--- src/rtl/cv32e40p_x_rsp_writeback.sv ---
// X-interface result writeback: buffers accelerator response beats in a small FIFO,
// merges them onto the register-file write port and tracks registers awaiting results.
module cv32e40p_x_rsp_writeback #(
    parameter int DEPTH = 2
) (
    input  logic        clk_i,
    input  logic        rst_ni,
    input  logic        issue_valid_i,
    input  logic [4:0]  issue_rd_i,
    input  logic        issue_dual_i,
    input  logic        x_p_valid_i,
    output logic        x_p_ready_o,
    input  logic [4:0]  x_p_rd_i,
    input  logic [31:0] x_p_data_i,
    input  logic        x_p_dualwb_i,
    input  logic        x_p_error_i,
    input  logic        core_wb_valid_i,
    output logic        rf_we_o,
    output logic [4:0]  rf_waddr_o,
    output logic [31:0] rf_wdata_o,
    output logic [31:0] rd_pending_o,
    output logic        err_valid_o,
    output logic [4:0]  err_rd_o,
    output logic        dual_open_o
);

    localparam logic [2:0] DEPTH_C = 3'(DEPTH);
    localparam logic [1:0] LAST_C  = 2'(DEPTH - 1);

    logic [4:0]  rd_mem_r   [0:3];
    logic [31:0] data_mem_r [0:3];
    logic        err_mem_r  [0:3];
    logic [1:0]  wr_ptr_r;
    logic [1:0]  rd_ptr_r;
    logic [2:0]  count_r;
    logic [31:0] pending_r;
    logic        dual_open_r;
    logic [4:0]  prev_rd_r;

    logic        full_s;
    logic        empty_s;
    logic        push_s;
    logic        pop_s;
    logic        push_err_s;
    logic [4:0]  head_rd_s;
    logic [31:0] head_data_s;
    logic        head_err_s;
    logic [31:0] set_mask_s;
    logic [31:0] clr_mask_s;
    logic [31:0] pending_nxt_s;

    // Handshake and pop decision; nothing moves while reset is asserted.
    always_comb begin
        full_s      = (count_r == DEPTH_C);
        empty_s     = (count_r == 3'd0);
        head_rd_s   = rd_mem_r[rd_ptr_r];
        head_data_s = data_mem_r[rd_ptr_r];
        head_err_s  = err_mem_r[rd_ptr_r];
        push_s      = rst_ni && x_p_valid_i && !full_s;
        pop_s       = rst_ni && !empty_s && (head_err_s || !core_wb_valid_i);
        // Second beat of a dual pair must target prev_rd+1, otherwise it is a protocol error.
        push_err_s  = x_p_error_i || (dual_open_r && (x_p_rd_i != (prev_rd_r + 5'd1)));
    end

    assign x_p_ready_o  = !full_s;
    assign rd_pending_o = pending_r;
    assign dual_open_o  = dual_open_r;

    // Register-file and error-report outputs driven straight from the popped head.
    always_comb begin
        if (pop_s && !head_err_s) begin
            rf_we_o     = (head_rd_s != 5'd0);
            rf_waddr_o  = head_rd_s;
            rf_wdata_o  = head_data_s;
            err_valid_o = 1'b0;
            err_rd_o    = 5'd0;
        end else if (pop_s) begin
            rf_we_o     = 1'b0;
            rf_waddr_o  = 5'd0;
            rf_wdata_o  = 32'd0;
            err_valid_o = 1'b1;
            err_rd_o    = head_rd_s;
        end else begin
            rf_we_o     = 1'b0;
            rf_waddr_o  = 5'd0;
            rf_wdata_o  = 32'd0;
            err_valid_o = 1'b0;
            err_rd_o    = 5'd0;
        end
    end

    // Scoreboard update: a set in the same cycle overrides a clear, x0 never pends.
    always_comb begin
        set_mask_s = 32'd0;
        clr_mask_s = 32'd0;
        if (issue_valid_i) begin
            set_mask_s[issue_rd_i] = 1'b1;
            if (issue_dual_i) begin
                set_mask_s[issue_rd_i + 5'd1] = 1'b1;
            end else begin
                set_mask_s[issue_rd_i] = 1'b1;
            end
        end else begin
            set_mask_s = 32'd0;
        end
        if (pop_s) begin
            clr_mask_s[head_rd_s] = 1'b1;
        end else begin
            clr_mask_s = 32'd0;
        end
        pending_nxt_s = ((pending_r & ~clr_mask_s) | set_mask_s) & 32'hFFFF_FFFE;
    end

    // Control state: pointers, occupancy, scoreboard and dual-pair tracking.
    always_ff @(posedge clk_i) begin
        if (!rst_ni) begin
            wr_ptr_r    <= 2'd0;
            rd_ptr_r    <= 2'd0;
            count_r     <= 3'd0;
            pending_r   <= 32'd0;
            dual_open_r <= 1'b0;
            prev_rd_r   <= 5'd0;
        end else begin
            if (push_s) begin
                wr_ptr_r    <= (wr_ptr_r == LAST_C) ? 2'd0 : wr_ptr_r + 2'd1;
                dual_open_r <= !dual_open_r && x_p_dualwb_i;
                prev_rd_r   <= x_p_rd_i;
            end
            if (pop_s) begin
                rd_ptr_r <= (rd_ptr_r == LAST_C) ? 2'd0 : rd_ptr_r + 2'd1;
            end
            case ({push_s, pop_s})
                2'b10:   count_r <= count_r + 3'd1;
                2'b01:   count_r <= count_r - 3'd1;
                default: count_r <= count_r;
            endcase
            pending_r <= pending_nxt_s;
        end
    end

    // Entry storage needs no reset: it is only observed through a non-empty head.
    always_ff @(posedge clk_i) begin
        if (push_s) begin
            rd_mem_r[wr_ptr_r]   <= x_p_rd_i;
            data_mem_r[wr_ptr_r] <= x_p_data_i;
            err_mem_r[wr_ptr_r]  <= push_err_s;
        end
    end

endmodule

--- config.mk ---
export PLATFORM = sky130hd
export DESIGN_NAME = cv32e40p_x_rsp_writeback
export DESIGN_NICKNAME = d
export VERILOG_FILES = /design/src/rtl/cv32e40p_x_rsp_writeback.sv
export SDC_FILE = /design/constraint.sdc
export NUM_CORES = 1
export LEC_CHECK = 0
export BUFFER_PORTS_ARGS = -buffer_cell sky130_fd_sc_hd__buf_2
export CAP_MARGIN = 10
export CORE_ASPECT_RATIO = 1.4
export CORE_MARGIN = 4
export CORE_UTILIZATION = 48
export CTS_BUF_LIST = sky130_fd_sc_hd__clkbuf_8 sky130_fd_sc_hd__clkbuf_16
export DETAILED_ROUTE_END_ITERATION = 8
export PLACE_DENSITY = 0.66
export SLEW_MARGIN = 5
export SYNTH_ARGS = -nofsm -noshare
export SYNTH_HDL_FRONTEND = slang
export SYNTH_SLANG_ARGS = --single-unit
--- constraint.sdc ---
create_clock -name clk_i -period 5.2 [get_ports clk_i]
set_input_delay 0 -clock clk_i [delete_from_list [all_inputs] [get_ports clk_i]]
set_output_delay 0 -clock clk_i [all_outputs]
set_load 0.1 [all_outputs]
* Yosys cells after proc, flatten, opt, wreduce, memory -nomap -nowiden
Memory sizes are Yosys's and may differ from the RTL's. A register that Yosys moved wholly into a read port is not among the register bits. Index checks and enable logic that the tools add are counted.
Operators by class: add/sub/neg operators 6, multiply operators 0, div/mod/pow operators 0, $lt $le $gt $ge 6, equality and inequality tests 6, shift operators 0, mux-type cells 27, bitwise logic cells 5, reduce and logical (&&, ||, !) cells 20
Operator list (count):
- $mux 32 | 4
- $or 32x32->32 | 3
- $and 32x32->32 | 1
- $not 32->32 | 1
- $lt 5x6->1 const B | 3
- $mux 2 | 8
- $demux 1 s5 | 3
- $ge 5x1->1 const B | 3
- $mux 5 | 3
- $add 5x1->5 const B | 2
- $logic_and 1x1->1 | 10
- $mux 1 | 8
- $eq 2x1->1 const B | 3
- $pmux 3 s2 | 1
- $logic_not 1->1 | 5
- $ne 5x5->1 | 1
- $reduce_bool 5->1 | 1
- $add 2x1->2 const B | 2
- $add 3x1->3 const B | 1
- $eq 3x2->1 const B | 1
- $logic_not 3->1 | 1
- $sub 3x1->3 const B | 1
- $eq 2x2->1 const B | 1
- $logic_or 1x1->1 | 2
- $reduce_bool 2->1 | 1
Storage, ports and cells: register bits 45, latch bits 0, memory bits (writable) 152, memory bits (read-only) 0, bits of input ports 50, memories 3
Memory list:
- data_mem_r | words 4, bits a word 32, rd ports 1, clocked after memory_dff 1, wr ports 1, RTL line 31 | logic [31:0] data_mem_r [0:3];
- rd_mem_r | words 4, bits a word 5, rd ports 1, clocked after memory_dff 1, wr ports 1, RTL line 30 | logic [4:0] rd_mem_r [0:3];
- err_mem_r | words 4, bits a word 1, rd ports 1, clocked after memory_dff 1, wr ports 1, RTL line 32 | logic err_mem_r [0:3];

* Depth between registers and ports, before layout
depth in word-level cells 9, depth in mapped cells 11

* Least setup slack after synthesis
No wires, ideal clock.
path type register to register, start point reg count_r[0], end point mem data_mem_r[1][0], enable pin, library setup time 489 ps, arrival time 4664 ps, setup slack 47 ps, stages on the path, launching flop included 6, period minus slack after synthesis 5153 ps, cells stage by stage dfxtp_1 or3b_1 and2_1 clkbuf_1 nand2_1 nor3b_1
Between the ends: longest elaborated chain between the ends 5
RTL lines:
- start, declared | RTL line 35 | logic [2:0] count_r;
- start signal, assigned | RTL line 133 | 2'b10: count_r <= count_r + 3'd1;
- start signal, assigned | RTL line 134 | 2'b01: count_r <= count_r - 3'd1;
- start signal, assigned | RTL line 135 | default: count_r <= count_r;
- $eq 3x2->1 | RTL line 54 | full_s = (count_r == DEPTH_C);
- $logic_not 1->1
- net x_p_ready_o | RTL line 12 | output logic x_p_ready_o,
- $logic_and 1x1->1 | RTL line 59 | push_s = rst_ni && x_p_valid_i && !full_s;
- $mux 1 | RTL line 143 | if (push_s) begin
- $mux 1 (implied by the code) | RTL line 145 | data_mem_r[wr_ptr_r] <= x_p_data_i;
- end, declared | RTL line 31
The timed path passes the listed nets, and every way through them passes these cells.

==> out/results.ini <==
[run_status]
outcome = finished, final reports clean

[grt]
grt_pass1_wl_um = 28100
track_usage_pct = 18.8
first_global_vias = 5336
gr-total-overflow = 0
antenna_found_initial = 0
grt_max_degree = 42

[power_and_ir_drop]
power_mw = 4.06
leakage_nw = 3.54
powerDensity_nw_per_um2 = 404
ir_worst_vdd_mv = 0.299

[setup_path]
crit_arrival_ns = 3.12
ff2ff_path_depth = 9
cp-end-kind = output pin
r2r_slack_ns = 2.33
critical_path.max_fanout = 41
worstPathCellList = mux2i_1 > or3_2 > nor2b_1 > buf_2
reg2reg_to = count_r[2]
endpoint = rf_wdata_o[19]
max_stage_delay_ns = 0.89
slowest_stage = dfxtp_4
cp-start-kind = flop
crit_type = flop to output pin
cp_data_required_time_ns = 5.20

[cts]
cts_tree = built
clk_pin_slew_worst_paths_ns = 0.07
insertion_delay_ns = 0.42
clock-sinks = 198
cts_buffers = 17
cts_setup_buffers = 0
cts_root_buffer = clkbuf_16
clockBufferDepth = 2
h-tree-depth = 4

[synthesis]
synth.yosys.seq_area_share_pct = 67.1
syn_area_sq_um = 8170
synth_nets = 575
yosysTopAreaCell = edfxtp_1
synth-edff-count = 152
async_reset_ff_share_pct = 0
syn_inst = 522
ys_warn_count = 0
syn_avg_cell_area_sq_um = 15.6
synth.distinct_cells = 57
ys.flop_type = edfxtp_1
yosys-top-cells-area = edfxtp_1 56%, dfxtp_1 11%, mux4_2 9.9%
synth_top_area_share_pct = 55.9
ys_ff_latch = 198

[detailed_routing]
drt_iter0_markers = 385
first_pass_iters = 4
wl_per_cell_um = 19.3
drc_errors = 0
vias = 5105
viasPerCell = 5.65
drtAntennaViolNets = 0
drt_wl_total_um = 17400

[floorplanning]
die_area_sq_um = 19200
fp.dieW_um = 118
io_pins = 128
initial_core_util_pct = 48.8
core_area_sq_um = 16700
rows = 56
die_height_um = 162

[flow_run]
drv_cap = 0

[timing]
hold_viol_final = 0
fmax_ghz = 0.320
worstMarginPinSlew_ns = 1.20
setup_tns_ns = 0
finClkSkew_ns = 0.00893
max-slew-margin-rel_pct = 18.0
layout_setup_ws_ns = 2.08
slew_viol_final = 0
setup_viol = 0
timing.final.crit_period_ns = 3.12
rsz0062_at_grt = false
min_period_over_period_pct = 60.1

[finish]
fin_area_sq_um = 10000
diodes = 0
drive_gt1_share_pct = 32.4
area_delta_synth_final_pct = 22.8
nets = 740
final_cells = 903

[placed_design]
post-dp-hpwl_um = 11300
dp_cells = 826
gp_congestion = 0.885
placed_area_sq_um = 8970
place_ws_ns = 2.23
port_buffers = 126

[hold_path]
min_path_type = input pin to flop

## layout by cell type (no fill, tap or decap), types with 3 or more instances in the layout
cell	synthesis	routed
a21oi_1	39	39
a311oi_1	24	24
a31oi_1	28	28
and2_1	4	4
buf_2	7	126
buf_4	4	7
bufinv_16	0	3
clkbuf_16	0	17
dfxtp_1	46	44
dlygate4sd3_1	0	45
edfxtp_1	152	152
inv_1	4	4
inv_6	0	6
mux2i_1	4	4
mux4_2	36	36
nand2_1	19	19
nand2b_1	4	4
nor2_1	25	25
nor2b_1	36	36
nor3_1	4	3
nor4_4	4	4
o21ai_0	7	7
xnor2_1	4	4
xor2_1	6	6
## where the power goes
part / total [mW] / internal (mW) / switching [mW]
Sequential: 1.87 / 1.78 / 0.0865
Combinational: 0.830 / 0.285 / 0.545
Clock: 1.36 / 0.772 / 0.587
## critical path: cells and delay by family (launching register included)
kind / cells / cell delay (ns)
buffers and inverters: 1 / 0.46
multiplexers: 1 / 0.21
flip-flops: 1 / 0.89
AND/OR/NAND/NOR: 2 / 1.12
## synthesized netlist by cell type (2+ instances only)
| library cell | n |
|---|---|
| edfxtp_1 | 152 |
| dfxtp_1 | 46 |
| a21oi_1 | 39 |
| mux4_2 | 36 |
| nor2b_1 | 36 |
| a31oi_1 | 28 |
| nor2_1 | 25 |
| a311oi_1 | 24 |
| nand2_1 | 19 |
| clkbuf_1 | 16 |
| buf_2 | 7 |
| o21ai_0 | 7 |
| xor2_1 | 6 |
| and2_1 | 4 |
| buf_4 | 4 |
| inv_1 | 4 |
| mux2i_1 | 4 |
| nand2b_1 | 4 |
| nor3_1 | 4 |
| nor4_4 | 4 |
| xnor2_1 | 4 |
| buf_1 | 3 |
| or3_1 | 3 |
| a32o_1 | 2 |
| ha_1 | 2 |
| inv_2 | 2 |
| mux2i_2 | 2 |
| nor2_2 | 2 |
| nor2_4 | 2 |
| nor3b_1 | 2 |
| nor4_1 | 2 |
| o21ai_1 | 2 |
## metrics by stage
step / utilization, % / hold slack, ns
floorplan: - / 0.0989
finish: 59.9 / 0.0456
global route: 59.9 / 0.0912
global placement: 53.5 / 0.210
CTS: 59.9 / 0.0220
detailed placement: 53.5 / 0.217
## flip-flops by register name (all words and copies together) (netlist names), named ones only
register,flops
rd_pending_o,31
rd_ptr_r,2
count_r,3
data_mem_r,128
dual_open_o,1
prev_rd_r,5
wr_ptr_r,2
rd_mem_r,20
err_mem_r,4
## area by class of cell
cell class | count | area [sq um]
Inverter | 9 | 37.5
Clock inverter | 15 | 190
Multi-Input combinational cell | 283 | 2500
Tap cell | 203 | 254
Fill cell | 1252 | 6710
Clock buffer | 17 | 425
Timing Repair Buffer | 178 | 1130
Sequential cell | 198 | 5490
## worst min path at each step
stage                       end  cells past startpoint  slack (ns)          start
6_report        rd_pending_o[9]                      4        0.05  issue_rd_i[1]
2_1_floorplan  data_mem_r[0][0]                      0         0.1  x_p_data_i[0]
5_1_grt         rd_pending_o[9]                      4        0.09  issue_rd_i[1]
3_5_place_dp   data_mem_r[0][3]                      1        0.22  x_p_data_i[3]
3_3_place_gp   data_mem_r[0][6]                      1        0.21  x_p_data_i[6]
4_1_cts         rd_pending_o[9]                      4        0.02  issue_rd_i[1]
## cell families after synthesis
| family | Yosys count | share of synthesized area [%] |
|---|---|---|
| buffers and inverters | 41 | 2.45 |
| XOR/XNOR | 10 | 1.07 |
| multiplexers | 44 | 11.2 |
| adder cells (fa/ha/maj) | 3 | 0.551 |
| flip-flops | 198 | 67.1 |
| other | 1 | 0.0459 |
| AND/OR/NAND/NOR | 115 | 8.44 |
| AO/OA/AOI/OAI | 110 | 9.08 |
## routing by layer
layer	up-vias	global-route usage (%)	routed length, um
li1	2386	-	-
met1	2520	22.3	6900
met2	186	33.5	9310
met3	13	4.97	1000
met4	0	5.92	191
met5	-	0	0
## timing repair
item / 4_1_cts / 5_1_grt
hold endpoints to repair: 170 / 0
hold buffers: 45 / 0
resized for setup: 0 / 0
Note: power is estimated with default switching activity, not from simulation.
